[src/rtl/uart_tx_buffered.sv]
// Buffered UART transmitter: a small byte FIFO feeding back-to-back 8N1 frames.
// Define UART_TX_PARITY_EN to insert an even-parity bit before the stop bit (11-bit frames).
module uart_tx_buffered #(
  parameter int CLKS_PER_BIT = 2604,
  parameter int FIFO_DEPTH   = 4
) (
  input  logic                        clk,
  input  logic                        rst_n,
  input  logic                        trmt,
  input  logic [7:0]                  tx_data,
  output logic                        TX,
  output logic                        busy,
  output logic                        tx_done,
  output logic                        full,
  output logic                        empty,
  output logic [$clog2(FIFO_DEPTH):0] count,
  output logic                        tx_ovr
);

  localparam int PW  = $clog2(FIFO_DEPTH);
  localparam int CW  = PW + 1;
  localparam int BCW = $clog2(CLKS_PER_BIT);
`ifdef UART_TX_PARITY_EN
  localparam int FRAME_BITS = 11;
`else
  localparam int FRAME_BITS = 10;
`endif

  typedef enum logic {S_IDLE, S_TX} state_t;

  logic [7:0]            mem_q [FIFO_DEPTH];
  logic [PW-1:0]         wr_ptr_q;
  logic [PW-1:0]         rd_ptr_q;
  logic [CW-1:0]         count_q;
  logic [CW-1:0]         count_d;
  logic                  tx_ovr_q;
  state_t                state_q;
  logic [FRAME_BITS-1:0] shift_q;
  logic [FRAME_BITS-1:0] load_d;
  logic [BCW-1:0]        baud_q;
  logic [3:0]            bit_q;
  logic                  busy_q;
  logic                  tx_done_q;
  logic                  push;
  logic                  pop;
  logic                  shift;
  logic                  frame_end;
  logic [7:0]            head;

  assign full      = (count_q == CW'(FIFO_DEPTH));
  assign empty     = (count_q == '0);
  assign push      = trmt && !full;
  assign shift     = (state_q == S_TX) && (baud_q == BCW'(CLKS_PER_BIT - 1));
  assign frame_end = shift && (bit_q == 4'(FRAME_BITS - 1));
  assign pop       = !empty && ((state_q == S_IDLE) || frame_end);
  assign count_d   = count_q + CW'(push) - CW'(pop);
  assign head      = mem_q[rd_ptr_q];

`ifdef UART_TX_PARITY_EN
  assign load_d = {1'b1, ^head, head, 1'b0};
`else
  assign load_d = {1'b1, head, 1'b0};
`endif

  always_ff @(posedge clk) begin
    if (push) mem_q[wr_ptr_q] <= tx_data;
  end

  // Full is judged before any same-cycle pop, so a push at full is always rejected.
  always_ff @(posedge clk) begin
    if (!rst_n) begin
      wr_ptr_q <= '0;
      rd_ptr_q <= '0;
      count_q  <= '0;
      tx_ovr_q <= 1'b0;
    end else begin
      if (push) wr_ptr_q <= wr_ptr_q + PW'(1);
      if (pop)  rd_ptr_q <= rd_ptr_q + PW'(1);
      count_q  <= count_d;
      tx_ovr_q <= trmt && full;
    end
  end

  // The end-of-stop-bit edge both closes the frame and may reload the next one.
  always_ff @(posedge clk) begin
    if (!rst_n) begin
      state_q   <= S_IDLE;
      busy_q    <= 1'b0;
      tx_done_q <= 1'b0;
      shift_q   <= '1;
      baud_q    <= '0;
      bit_q     <= '0;
    end else begin
      tx_done_q <= frame_end;
      case (state_q)
        S_IDLE: begin
          if (pop) begin
            shift_q <= load_d;
            baud_q  <= '0;
            bit_q   <= '0;
            busy_q  <= 1'b1;
            state_q <= S_TX;
          end
        end
        S_TX: begin
          if (frame_end) begin
            baud_q <= '0;
            bit_q  <= '0;
            if (pop) begin
              shift_q <= load_d;
            end else begin
              busy_q  <= 1'b0;
              state_q <= S_IDLE;
            end
          end else if (shift) begin
            shift_q <= {1'b1, shift_q[FRAME_BITS-1:1]};
            bit_q   <= bit_q + 4'd1;
            baud_q  <= '0;
          end else begin
            baud_q <= baud_q + BCW'(1);
          end
        end
        default: state_q <= S_IDLE;
      endcase
    end
  end

  assign TX      = shift_q[0];
  assign busy    = busy_q;
  assign tx_done = tx_done_q;
  assign count   = count_q;
  assign tx_ovr  = tx_ovr_q;

endmodule
[config.mk]
export PLATFORM = sky130hd
export DESIGN_NAME = uart_tx_buffered
export DESIGN_NICKNAME = d
export VERILOG_FILES = /design/src/rtl/uart_tx_buffered.sv
export SDC_FILE = /design/constraint.sdc
export NUM_CORES = 1
export LEC_CHECK = 0
export BUFFER_PORTS_ARGS = -buffer_cell sky130_fd_sc_hd__buf_2
export CAP_MARGIN = 20
export CORE_ASPECT_RATIO = 0.75
export CORE_MARGIN = 2
export CORE_UTILIZATION = 43
export CTS_BUF_LIST = sky130_fd_sc_hd__clkbuf_4 sky130_fd_sc_hd__clkbuf_8
export CTS_CLUSTER_DIAMETER = 200
export DETAILED_ROUTE_END_ITERATION = 16
export HOLD_SLACK_MARGIN = 0.05
export MAX_ROUTING_LAYER = met4
export PLACE_DENSITY = 0.64
export SLEW_MARGIN = 25
export SYNTH_ARGS = -nofsm -noshare
export SYNTH_HDL_FRONTEND = slang
export SYNTH_SLANG_ARGS = --single-unit
[constraint.sdc]
create_clock -name clk -period 2.55 [get_ports clk]
set_input_delay 0.51 -clock clk [delete_from_list [all_inputs] [get_ports clk]]
set_output_delay 0.51 -clock clk [all_outputs]
set_load 0.02 [all_outputs]
==> metrics.md, run 1 <==
| Metric | Value |
|---|---|
| Status | complete, no violations |
| LEAKAGE | 1.41 nW |
| Arr. time, crit path | 2670 ps |
| Routability Congestion | 0.867 |
| Final ANT Viol Nets | 0 |
| Power Total | 3.41 mW |
| R2R setup slack | approximately 110 ps |
| Final setup margin | 108 ps |
| Post-synth ARST share | 0% |
| Place WS | 94.1 ps |
| Final Hold Viols | 0 |
| WL met2 | 2.65 mm |
| Syn_nets | roughly 300 |
| CTS buffer count | 9 |
| Yosys warns | 0 |
| Placed cells | 396 |
| CTS tree | done |
| Sequential power share | 44.6% |
| Post-DR vias/cell | 5.38 |
| Via count of the first global-routing pass | 2,061 |
| Crit path cell chain | or4b_4 > o41a_1 > nor2_1 > ha_1 > inv_1 > ha_2 > fa_2 > xnor2_2 > xnor2_1 > nor2_1 |
| Post-Syn Instances | 276 |
| Number of inserted diodes | 0 |
| Sw frac | 33.5% |
| DRT iter0 DRCs | 161 |
| Hold_ws | 379 ps |
| Synthesized area per cell | 11.3 sq um |
| Dominant synthesized flop cell | dfxtp_1 |
| Initial antenna violation count | 0 |
| CP max stage cell | or4b_4 |
| Final setup fails | 0 |
| CTS Hold Bufs | 0 |
| Seq/Total Area, Yosys | 56.1% |
| Combinational Power Share | between 20% and 30% |
| Ratio of cells with drive above 1 in the final layout | 22.0% |
| Die Wd | 102 um |
| Maximum clock insertion buffer count | 2 |
| Root Buffer | clkbuf_8 |
| Largest area contributor in the netlist | edfxtp_1 |
| Top-level I/O count | 20 |
| Rows | 26 |
| Setup crit start kind | flop |
| Setup CP Type | flop to flop |
| Hpwl dp | 4.33 mm |
| Final slew viol count | 0 |
| Synth unique cells | 45 |
| Worst-path fanout max | 2 |
| Clk pwr share | 25.8% |
| # Max-Cap Violations | 0 |
| CTS sink count | 71 |
| Largest net degree at the start of global routing | 29 |
| Fin nets | 330 |
| Vert. Die Dim | between 70 and 80 um |
| Initial Util | 45.0% |
| First-pass GRT wire length | around 11 mm |
| Crit share post-route | ~96% |
| Clk_skew | 8.98 ps |
| DRC | 0 |
| Setup tns final | 0 ps |
| Slew margin rel. | 61.9% |
| #FFs+latches synth | 71 |
| FMAX | 409 MHz |
| WL per Instance | 15.6 um |
| Max VDD drop | 0.436 mV |
| CP endpoint kind | flop |
| Total core area | ~6900 sq um |
| Util after Layout | 52.4% |
| Count leader, synth | dfxtp_1 |
| Reg2Reg Depth | 10 |
| Post-synth EDFFs | 32 |
| Vias | 2,217 |
| RSZ-0062 raised after global routing | yes |
| RR Endpoint | count[2] |
| Tightest Pin Transition | 571 ps |
| Post-DP Area | 3410 sq um |
| Port bufs | 19 |
| Cell internal pwr | 2.27 mW |
| Clock Latency Late Sink | 340 ps |
| WHS Path Cells | 1 |
| Hold path start | tx_data[3] |
| Synth top area cells | edfxtp_1 (31%), dfxtp_1 (25%), mux4_2 (5.8%), ha_1 (3.6%), nor2_1 (2.7%) |
| Post-CTS setup buffer count | 0 |
| Clock period minus final worst setup slack | 2440 ps |
| Most instantiated cells after synthesis | dfxtp_1 (39), edfxtp_1 (32), nor2_1 (22) |
| Max Used Layer | met4 |
| GRT Total Usage | between 15 and 20% |
| Die ar. | 7920 sq um |
| Worst hold path class | input pin to flop |
| Worst path required time | 2780 ps |
| Remaining Overflow, GRT | 0 |
| Area Overhead vs Synth | 16.5% |
| Final std cells w/o fill | a little over 400 |
| DR pass1 iterations | 4 |
| Htree depth | 3 |
| CP dominant cell by count | nor2_1 |
| Clock transition at path regs | 80 ps |
| Final Cell Area | approximately 3600 sq um |
| Met3 routed WL | between 400 and 500 um |
| Wire length on met1 | 3.26 mm |
| CP max stage delay | 530 ps |
| PwrDens | 942 nW/um^2 |
| Worst hold endpoint | mem_q[2][3] |
| Post-Route WL | roughly 6.4 mm |
| Yosys top cell area share | 30.9% |
| Sw Pwr | between 1 and 1.5 mW |
| Crit. Startpoint | baud_q[6] |
| Mapped Area | a little over 3000 sq um |
| RR Startpoint | baud_q[6] |
## cell usage in the layout (no fill, tap or decap), types with 3 or more instances in the layout
| cell | count |
|---|---|
| a21oi_1 | 9 |
| dfxtp_1 | 37 |
| nand4_1 | 8 |
| nor2_1 | 22 |
| mux4_2 | 8 |
| nor3_1 | 4 |
| a31oi_1 | 4 |
| buf_4 | 19 |
| inv_1 | 19 |
| a211o_1 | 8 |
| or3_1 | 4 |
| nand4b_1 | 5 |
| o21ai_0 | 14 |
| and2_1 | 7 |
| clkbuf_8 | 9 |
| nand2_1 | 16 |
| nand3_1 | 10 |
| o21ai_1 | 4 |
| edfxtp_1 | 32 |
| xor2_1 | 3 |
| buf_2 | 19 |
| nand3b_1 | 4 |
| ha_1 | 8 |
## layer usage
metal,vias up,track usage [%]
li1,1078,-
met1,1055,27.5
met2,78,23.4
met3,6,6.22
met4,0,4.80
met5,-,-
## power by group through the flow
stage               Sequential, mW  Clock [mW]  Combinational (mW)
finish                        1.52       0.880                1.01
global route                  1.55       0.954                1.12
CTS                           1.52       0.892               0.990
detailed placement            1.54           0               0.983
global placement              1.54           0               0.971
floorplan                     1.52           0               0.706
## timing repair
item,CTS,global route
hold endpoints to repair,0,0
resized for setup,0,4
setup endpoints to repair,0,1
## worst max-delay path by stage
stage	to	slack, ps	cells after the start
after CTS	count[2]	70	10
after detailed placement	count[2]	90	10
after global placement	count[2]	110	10
after global routing	count[2]	-20	10
after floorplan	count[2]	-100	12
final	count[2]	110	10
## critical path, delay by kind of cell (launching register included)
kind,cells,cell delay [ps]
flip-flops,1,320
XOR/XNOR,2,310
AND/OR/NAND/NOR,3,690
adder cells (fa/ha/maj),3,650
buffers and inverters,1,40
AO/OA/AOI/OAI,1,330
## sequential cells by signal, indices dropped and copies added, names as in the netlist, named ones only
signal and cells:
mem_q 32, bit_q 4, baud_q 12, shift_q 10, tx_done 1, wr_ptr_q 2
tx_ovr 1, state_q 1, busy 1, rd_ptr_q 2, count 3
## layout make-up
class                   instances  area [sq um]
clock buffers                  10           131
fillers                       623          3280
flip-flops and latches         71          1740
well taps                      98           123
repair buffers                 38           238
multi-input cells             169          1240
inverters                      20          75.1
clock inverters                 6          61.3
## cell families after synthesis
group	Yosys count	share of synthesized area [%]
flops	71	56.1
simple gates	96	17.4
fa+ha+maj	10	4.27
mux	10	6.45
xor+xnor	6	1.69
buf+inv	36	4.35
compound gates	47	9.79
(Power assumes the default switching activity.)
==> run 2: changes to the inputs <==
--- a/config.mk
+++ b/config.mk
@@ -8,7 +8,7 @@
 export BUFFER_PORTS_ARGS = -buffer_cell sky130_fd_sc_hd__buf_2
 export CAP_MARGIN = 20
 export CORE_ASPECT_RATIO = 0.75
-export CORE_MARGIN = 2
+export CORE_MARGIN = 4
 export CORE_UTILIZATION = 43
 export CTS_BUF_LIST = sky130_fd_sc_hd__clkbuf_4 sky130_fd_sc_hd__clkbuf_8
 export CTS_CLUSTER_DIAMETER = 200
@@ -16,6 +16,7 @@
 export HOLD_SLACK_MARGIN = 0.05
 export MAX_ROUTING_LAYER = met4
 export PLACE_DENSITY = 0.64
+export RECOVER_POWER = 25
 export SLEW_MARGIN = 25
 export SYNTH_ARGS = -nofsm -noshare
 export SYNTH_HDL_FRONTEND = slang
==> run 2 against run 1 <==
Fmax fell by 0.89%. Routed wire length is 1.6% higher. Sequential power barely moved. Flip-flop and latch count is the same. Via count fell by 1.5%. Clock power grew 10%. Critical path type unchanged. Worst setup slack lost 22 ps. Power up 2.6%. Worst hold slack improved by 33 ps. Largest power group unchanged. First-iteration DRC count fell by 29%. Non-clock buffer count is 1 lower. Global-route usage shrank 1.5 points.
==> metrics.md, run 2 (synthesis results as in run 1) <==
| Metric | Value |
|---|---|
| Rows | 26 (unchanged) |
| Maximum clock insertion buffer count | 2 (unchanged) |
| Final setup fails | 0 (unchanged) |
| GRT Total Usage | 16.8% (-1.5 points) |
| Total core area | 6930 sq um (+0.47%) |
| Port bufs | 19 (unchanged) |
| Clock Latency Late Sink | 340 ps (about the same) |
| Initial antenna violation count | 0 (unchanged) |
| Arr. time, crit path | 2670 ps (about the same) |
| Worst hold path class | input pin to flop |
| Power Total | 3.49 mW (+2.6%) |
| Commonest non-fill, non-tap cells in the layout | dfxtp_1 (38), edfxtp_1 (32), nor2_1 (22), inv_1 (19), buf_4 (18) |
| Crit share post-route | 96.6% (+0.86 points) |
| CP endpoint kind | flop |
| CTS tree | done |
| Setup CP Type | flop to flop |
| Status | complete, no violations |
| Setup crit start kind | flop |
| Final Hold Viols | 0 (unchanged) |
| Top-level I/O count | 20 (unchanged) |
| Filler Cell Count | 628 (+0.80%) |
| Largest register FFs | 32 (unchanged) |
| Reg2Reg Depth | 10 (unchanged) |
| Clock transition at path regs | 80 ps (about the same) |
| Final ANT Viol Nets | 0 (unchanged) |
| WHS Path Cells | 2 (+1) |
| Max VDD drop | 0.510 mV (+17%) |
| Final slew viol count | 0 (unchanged) |
| Max Used Layer | met4 |
| Initial Util | 44.8% (-0.21 points) |
| Clk_skew | 5.78 ps (-3.21 ps) |
| Vert. Die Dim | 81.6 um (+5.2%) |
| Largest regs | mem_q (32), baud_q (12), shift_q (10) |
| CTS sink count | 71 (unchanged) |
| Die ar. | 8660 sq um (+9.3%) |
| Htree depth | 3 (unchanged) |
| # Max-Cap Violations | 0 (unchanged) |
| Post-DR vias/cell | 5.31 (-1.3%) |
| Met3 routed WL | 310 um (-32%) |
| Util after Layout | 52.3% (-0.12 points) |
| Placed cells | 395 (-0.25%) |
| Ratio of cells with drive above 1 in the final layout | 20.1% (-1.8 points) |
| Setup tns final | 0 ps (unchanged) |
| Routability Congestion | 0.859 (-1.0%) |
| RSZ-0062 raised after global routing | yes |
| Area of the multi-input gates | 1250 sq um (+0.20%) |
| CTS buffer count | 9 (unchanged) |
| WL per Instance | 15.9 um (+1.8%) |
| Number of inserted diodes | 0 (unchanged) |
| DRT iter0 DRCs | 115 (-29%) |
| Hpwl dp | 4.56 mm (+5.2%) |
| Post-CTS setup buffer count | 0 (unchanged) |
| Final std cells w/o fill | 411 (-0.24%) |
| FMAX | 406 MHz (-0.89%) |
| DRC | 0 (unchanged) |
| Fin nets | 329 (-0.30%) |
| Worst path required time | 2760 ps (-20 ps) |
| Die Wd | 106 um (+3.9%) |
| CTS Hold Bufs | 0 (unchanged) |
| Worst-path fanout max | 2 (unchanged) |
| First-pass GRT wire length | 10.8 mm (+2.0%) |
| DR pass1 iterations | 4 (unchanged) |
| Wire length on met1 | 3.32 mm (+1.8%) |
| Largest net degree at the start of global routing | 29 (unchanged) |
| Slew margin rel. | 61.9% (about the same) |
| Tightest Pin Transition | 570 ps (-0.608 ps) |
| Most common cell after layout, fill and taps aside | dfxtp_1 |
| Via count of the first global-routing pass | 2,103 (+2.0%) |
| Clock period minus final worst setup slack | 2460 ps (+21.8 ps) |
| Post-Route WL | 6.53 mm (+1.6%) |
| LEAKAGE | 1.40 nW (-0.62%) |
| PwrDens | 964 nW/um^2 (+2.3%) |
| Area Overhead vs Synth | 16.8% |
| Register Area | 1740 sq um (about the same) |
| Root Buffer | clkbuf_8 |
| Remaining Overflow, GRT | 0 (unchanged) |
| WL met2 | 2.83 mm (+6.8%) |
| Vias | 2,183 (-1.5%) |
| Top reg by flops | mem_q |
## run 2: cell count changes in the layout (fill, tap and decap cells not counted), sizes merged
cell    before  now
clkinv       3    2
bufinv       1    2
clkbuf      10   17
buf         38   30
## run 2: final timing paths
| path | start | end | slack [ps] |
|---|---|---|---|
| worst max-delay path | baud_q[6] | count[2] | 90 |
| worst max register to register | baud_q[6] | count[2] | 90 |
| worst min register to register | shift_q[9] | shift_q[9] | 450 |
| worst min-delay path | trmt | tx_ovr | 410 |
## run 2: area by class of cell
cell class	instances	area share [%]
sequential	71	48.1
multi-input combinational	169	34.4
timing repair buffer	37	6.11
clock buffer	10	3.62
tap	98	3.38
clock inverter	6	2.35
inverter	20	2.07
## run 2: repair_timing
item	in CTS	in global routing
endpoints found under the hold margin	0	0
resized for setup	0	4
endpoints found under the setup margin	0	2
## run 2: metrics by stage
stage | area [sq um] | hold WS (ps) | worst slack [ps]
CTS | 3620 | 376 | 15.6
finish | 3630 | 412 | 85.8
floorplan | 3130 | 399 | -96.4
global placement | 3400 | 408 | 125
global route | 3630 | 398 | -63.3
detailed placement | 3400 | 430 | 32.8
## run 2: worst max-delay path, cell delays in order, from the launching register on
cell,delay [ps]
dfxtp_2,330
or4b_4,540
o41a_1,340
nor2_1,100
ha_1,130
inv_1,40
ha_2,170
fa_2,350
xnor2_2,140
xnor2_1,140
nor2_1,60
## run 2: routing by layer
metal  global-route usage, %  up-vias
met1                    23.0     1041
met4                    5.30        0
met5                       -        -
met2                    24.3       67
li1                        -     1069
met3                    4.63        6
## run 2: report_power, final
| group | internal, mW | switching [mW] | leakage, nW |
|---|---|---|---|
| combinational | 0.429 | 0.575 | 0.678 |
| sequential | 1.38 | 0.140 | 0.613 |
| clock | 0.558 | 0.411 | 0.106 |
==> run 3: changes to the inputs <==
--- a/config.mk
+++ b/config.mk
@@ -15,7 +15,7 @@
 export DETAILED_ROUTE_END_ITERATION = 16
 export HOLD_SLACK_MARGIN = 0.05
 export MAX_ROUTING_LAYER = met4
-export PLACE_DENSITY = 0.64
+export PLACE_DENSITY_LB_ADDON = 0.05
 export RECOVER_POWER = 25
 export SLEW_MARGIN = 25
 export SYNTH_ARGS = -nofsm -noshare
==> run 3 against run 2 <==
Utilization shrank 0.63 points. Final cell count stayed put. Routed wire length shrank 2.9%. Power fell by 6.1%. Clock skew about the same. Non-clock buffer count did not move. Critical path depth unchanged. Critical path type unchanged. Largest power group unchanged.
==> metrics.md, run 3 (synthesis results as in run 1) <==
| Metric | Value |
|---|---|
| Worst path required time | 2790 ps (+30 ps) |
| Setup crit start kind | flop |
| Power Total | 3.28 mW (-6.1%) |
| Crit share post-route | 95.5% (-1.1 points) |
| Area Overhead vs Synth | 15.4% |
| Die ar. | 8660 sq um (unchanged) |
| Register Area | 1740 sq um (about the same) |
| Final slew viol count | 0 (unchanged) |
| Final Hold Viols | 0 (unchanged) |
| Clock transition at path regs | 80 ps (about the same) |
| DR pass1 iterations | 4 (unchanged) |
| Clk pwr share | 24.0% (-3.7 points) |
| DRT iter0 DRCs | 119 (+3.5%) |
| DRC | 0 (unchanged) |
| Worst-path fanout max | 2 (unchanged) |
| R2R setup slack | 110 ps (+30 ps) |
| Post-CTS setup buffer count | 0 (unchanged) |
| Routability Congestion | 0.806 (-6.2%) |
| Largest net degree at the start of global routing | 29 (unchanged) |
| Hold path start | tx_data[6] |
| Clk_skew | 6.17 ps (+0.388 ps) |
| Post-DR vias/cell | 5.32 (+0.18%) |
| Most common cell after layout, fill and taps aside | dfxtp_1 |
| First-pass GRT wire length | 11.0 mm (+1.7%) |
| Final std cells w/o fill | 411 (unchanged) |
| Area of the multi-input gates | 1240 sq um (-0.20%) |
| Top-level I/O count | 20 (unchanged) |
| Port bufs | 19 (unchanged) |
| Util after Layout | 51.7% (-0.63 points) |
| WL per Instance | 15.4 um (-2.9%) |
| Setup CP Type | flop to flop |
| Filler Cell Count | 649 (+3.3%) |
| Die Wd | 106 um (unchanged) |
| CTS sink count | 71 (unchanged) |
| Placed cells | 395 (unchanged) |
| Post-DP Area | 3400 sq um (unchanged) |
| LEAKAGE | 1.38 nW (-1.1%) |
| Arr. time, crit path | 2680 ps (about the same) |
| Total core area | 6930 sq um (unchanged) |
| PwrDens | 916 nW/um^2 (-5.0%) |
| Largest register FFs | 32 (unchanged) |
| Setup tns final | 0 ps (unchanged) |
| Remaining Overflow, GRT | 0 (unchanged) |
| Sequential power share | 46.2% (+2.7 points) |
| Final setup margin | 114 ps (+28.3 ps) |
| Sw frac | 33.6% (+1.4 points) |
| Cell internal pwr | 2.18 mW (-8.1%) |
| Top reg by flops | mem_q |
| RSZ-0062 raised after global routing | yes |
| Hold_ws | 393 ps (-19.3 ps) |
| WHS Path Cells | 1 (-1) |
| Vert. Die Dim | 81.6 um (unchanged) |
| Hpwl dp | 4.51 mm (-0.98%) |
| Rows | 26 (unchanged) |
| Worst hold endpoint | mem_q[3][6] |
| Maximum clock insertion buffer count | 2 (unchanged) |
| RR Startpoint | baud_q[6] |
| Largest regs | mem_q (32), baud_q (12), shift_q (10) |
| FMAX | 411 MHz (+1.2%) |
| CP endpoint kind | flop |
| Slew margin rel. | 62.8% (+0.82 points) |
| Worst hold path class | input pin to flop |
| Final ANT Viol Nets | 0 (unchanged) |
| Place WS | 106 ps (+73.6 ps) |
| CTS tree | done |
| Max VDD drop | 0.401 mV (-21%) |
| Htree depth | 3 (unchanged) |
| Initial Util | 44.8% (unchanged) |
| Final Cell Area | 3580 sq um (-1.2%) |
| Vias | 2,187 (+0.18%) |
| # Max-Cap Violations | 0 (unchanged) |
| Tightest Pin Transition | 558 ps (-12.3 ps) |
| Via count of the first global-routing pass | 2,128 (+1.2%) |
| Initial antenna violation count | 0 (unchanged) |
| GRT Total Usage | 17.2% (+0.38 points) |
| Post-Route WL | 6.34 mm (-2.9%) |
| Reg2Reg Depth | 10 (unchanged) |
| Status | complete, no violations |
| Clock Latency Late Sink | 340 ps (about the same) |
| Sw Pwr | 1.10 mW (-2.1%) |
| Ratio of cells with drive above 1 in the final layout | 20.1% (unchanged) |
| Root Buffer | clkbuf_8 |
| RR Endpoint | count[2] |
| Final setup fails | 0 (unchanged) |
| Commonest non-fill, non-tap cells in the layout | dfxtp_1 (37), edfxtp_1 (32), nor2_1 (22), inv_1 (19), buf_4 (18) |
| Fin nets | 329 (unchanged) |
| Number of inserted diodes | 0 (unchanged) |
| CTS buffer count | 9 (unchanged) |
| Clock period minus final worst setup slack | 2440 ps (-28.3 ps) |
| Combinational Power Share | 29.8% (+1.1 points) |
==> run 3: critical path, stage by stage (launching register included) <==
cell and delay, ps:
dfxtp_2 320, or4b_4 530, o41a_1 350, nor2_1 110, ha_1 120, inv_1 40, ha_2 160, fa_2 350
xnor2_2 150, xnor2_1 150, nor2_1 50
==> run 3: metal layers <==
metal  global-route usage [%]  wire length (um)  up-vias
met5                        -                 0        -
met2                     23.3              2660       53
met1                     24.6              3270     1058
met4                     5.43                46        0
met3                     5.03               361        7
li1                         -                 -     1069
==> run 3: final cells by class <==
class	instances	area share, %
multi-input combinational	169	34.8
timing repair buffer	37	6.18
clock inverter	6	1.01
inverter	20	2.10
tap	98	3.42
sequential	71	48.7
clock buffer	10	3.84
==> run 3: power groups by stage <==
stage	clock network [mW]	registers, mW	logic [mW]
after global routing	0.873	1.55	1.11
after floorplan	0	1.52	0.706
after detailed placement	0	1.54	0.980
after global placement	0	1.54	0.976
after CTS	0.814	1.52	0.985
final	0.787	1.51	0.978
==> run 3: repair_timing <==
action	4_1_cts	5_1_grt
setup endpoints to repair	0	1
resized for setup	0	4
hold buffers	0	0
==> run 3: worst max-delay path by stage <==
stage | start | endpoint | slack, ps | depth (start not counted)
finish | baud_q[6] | count[2] | 110 | 10
global route | bit_q[0] | count[2] | -20 | 11
CTS | baud_q[6] | count[2] | 90 | 10
detailed placement | baud_q[6] | count[2] | 110 | 10
global placement | baud_q[6] | count[2] | 110 | 10
floorplan | baud_q[4] | count[2] | -100 | 12
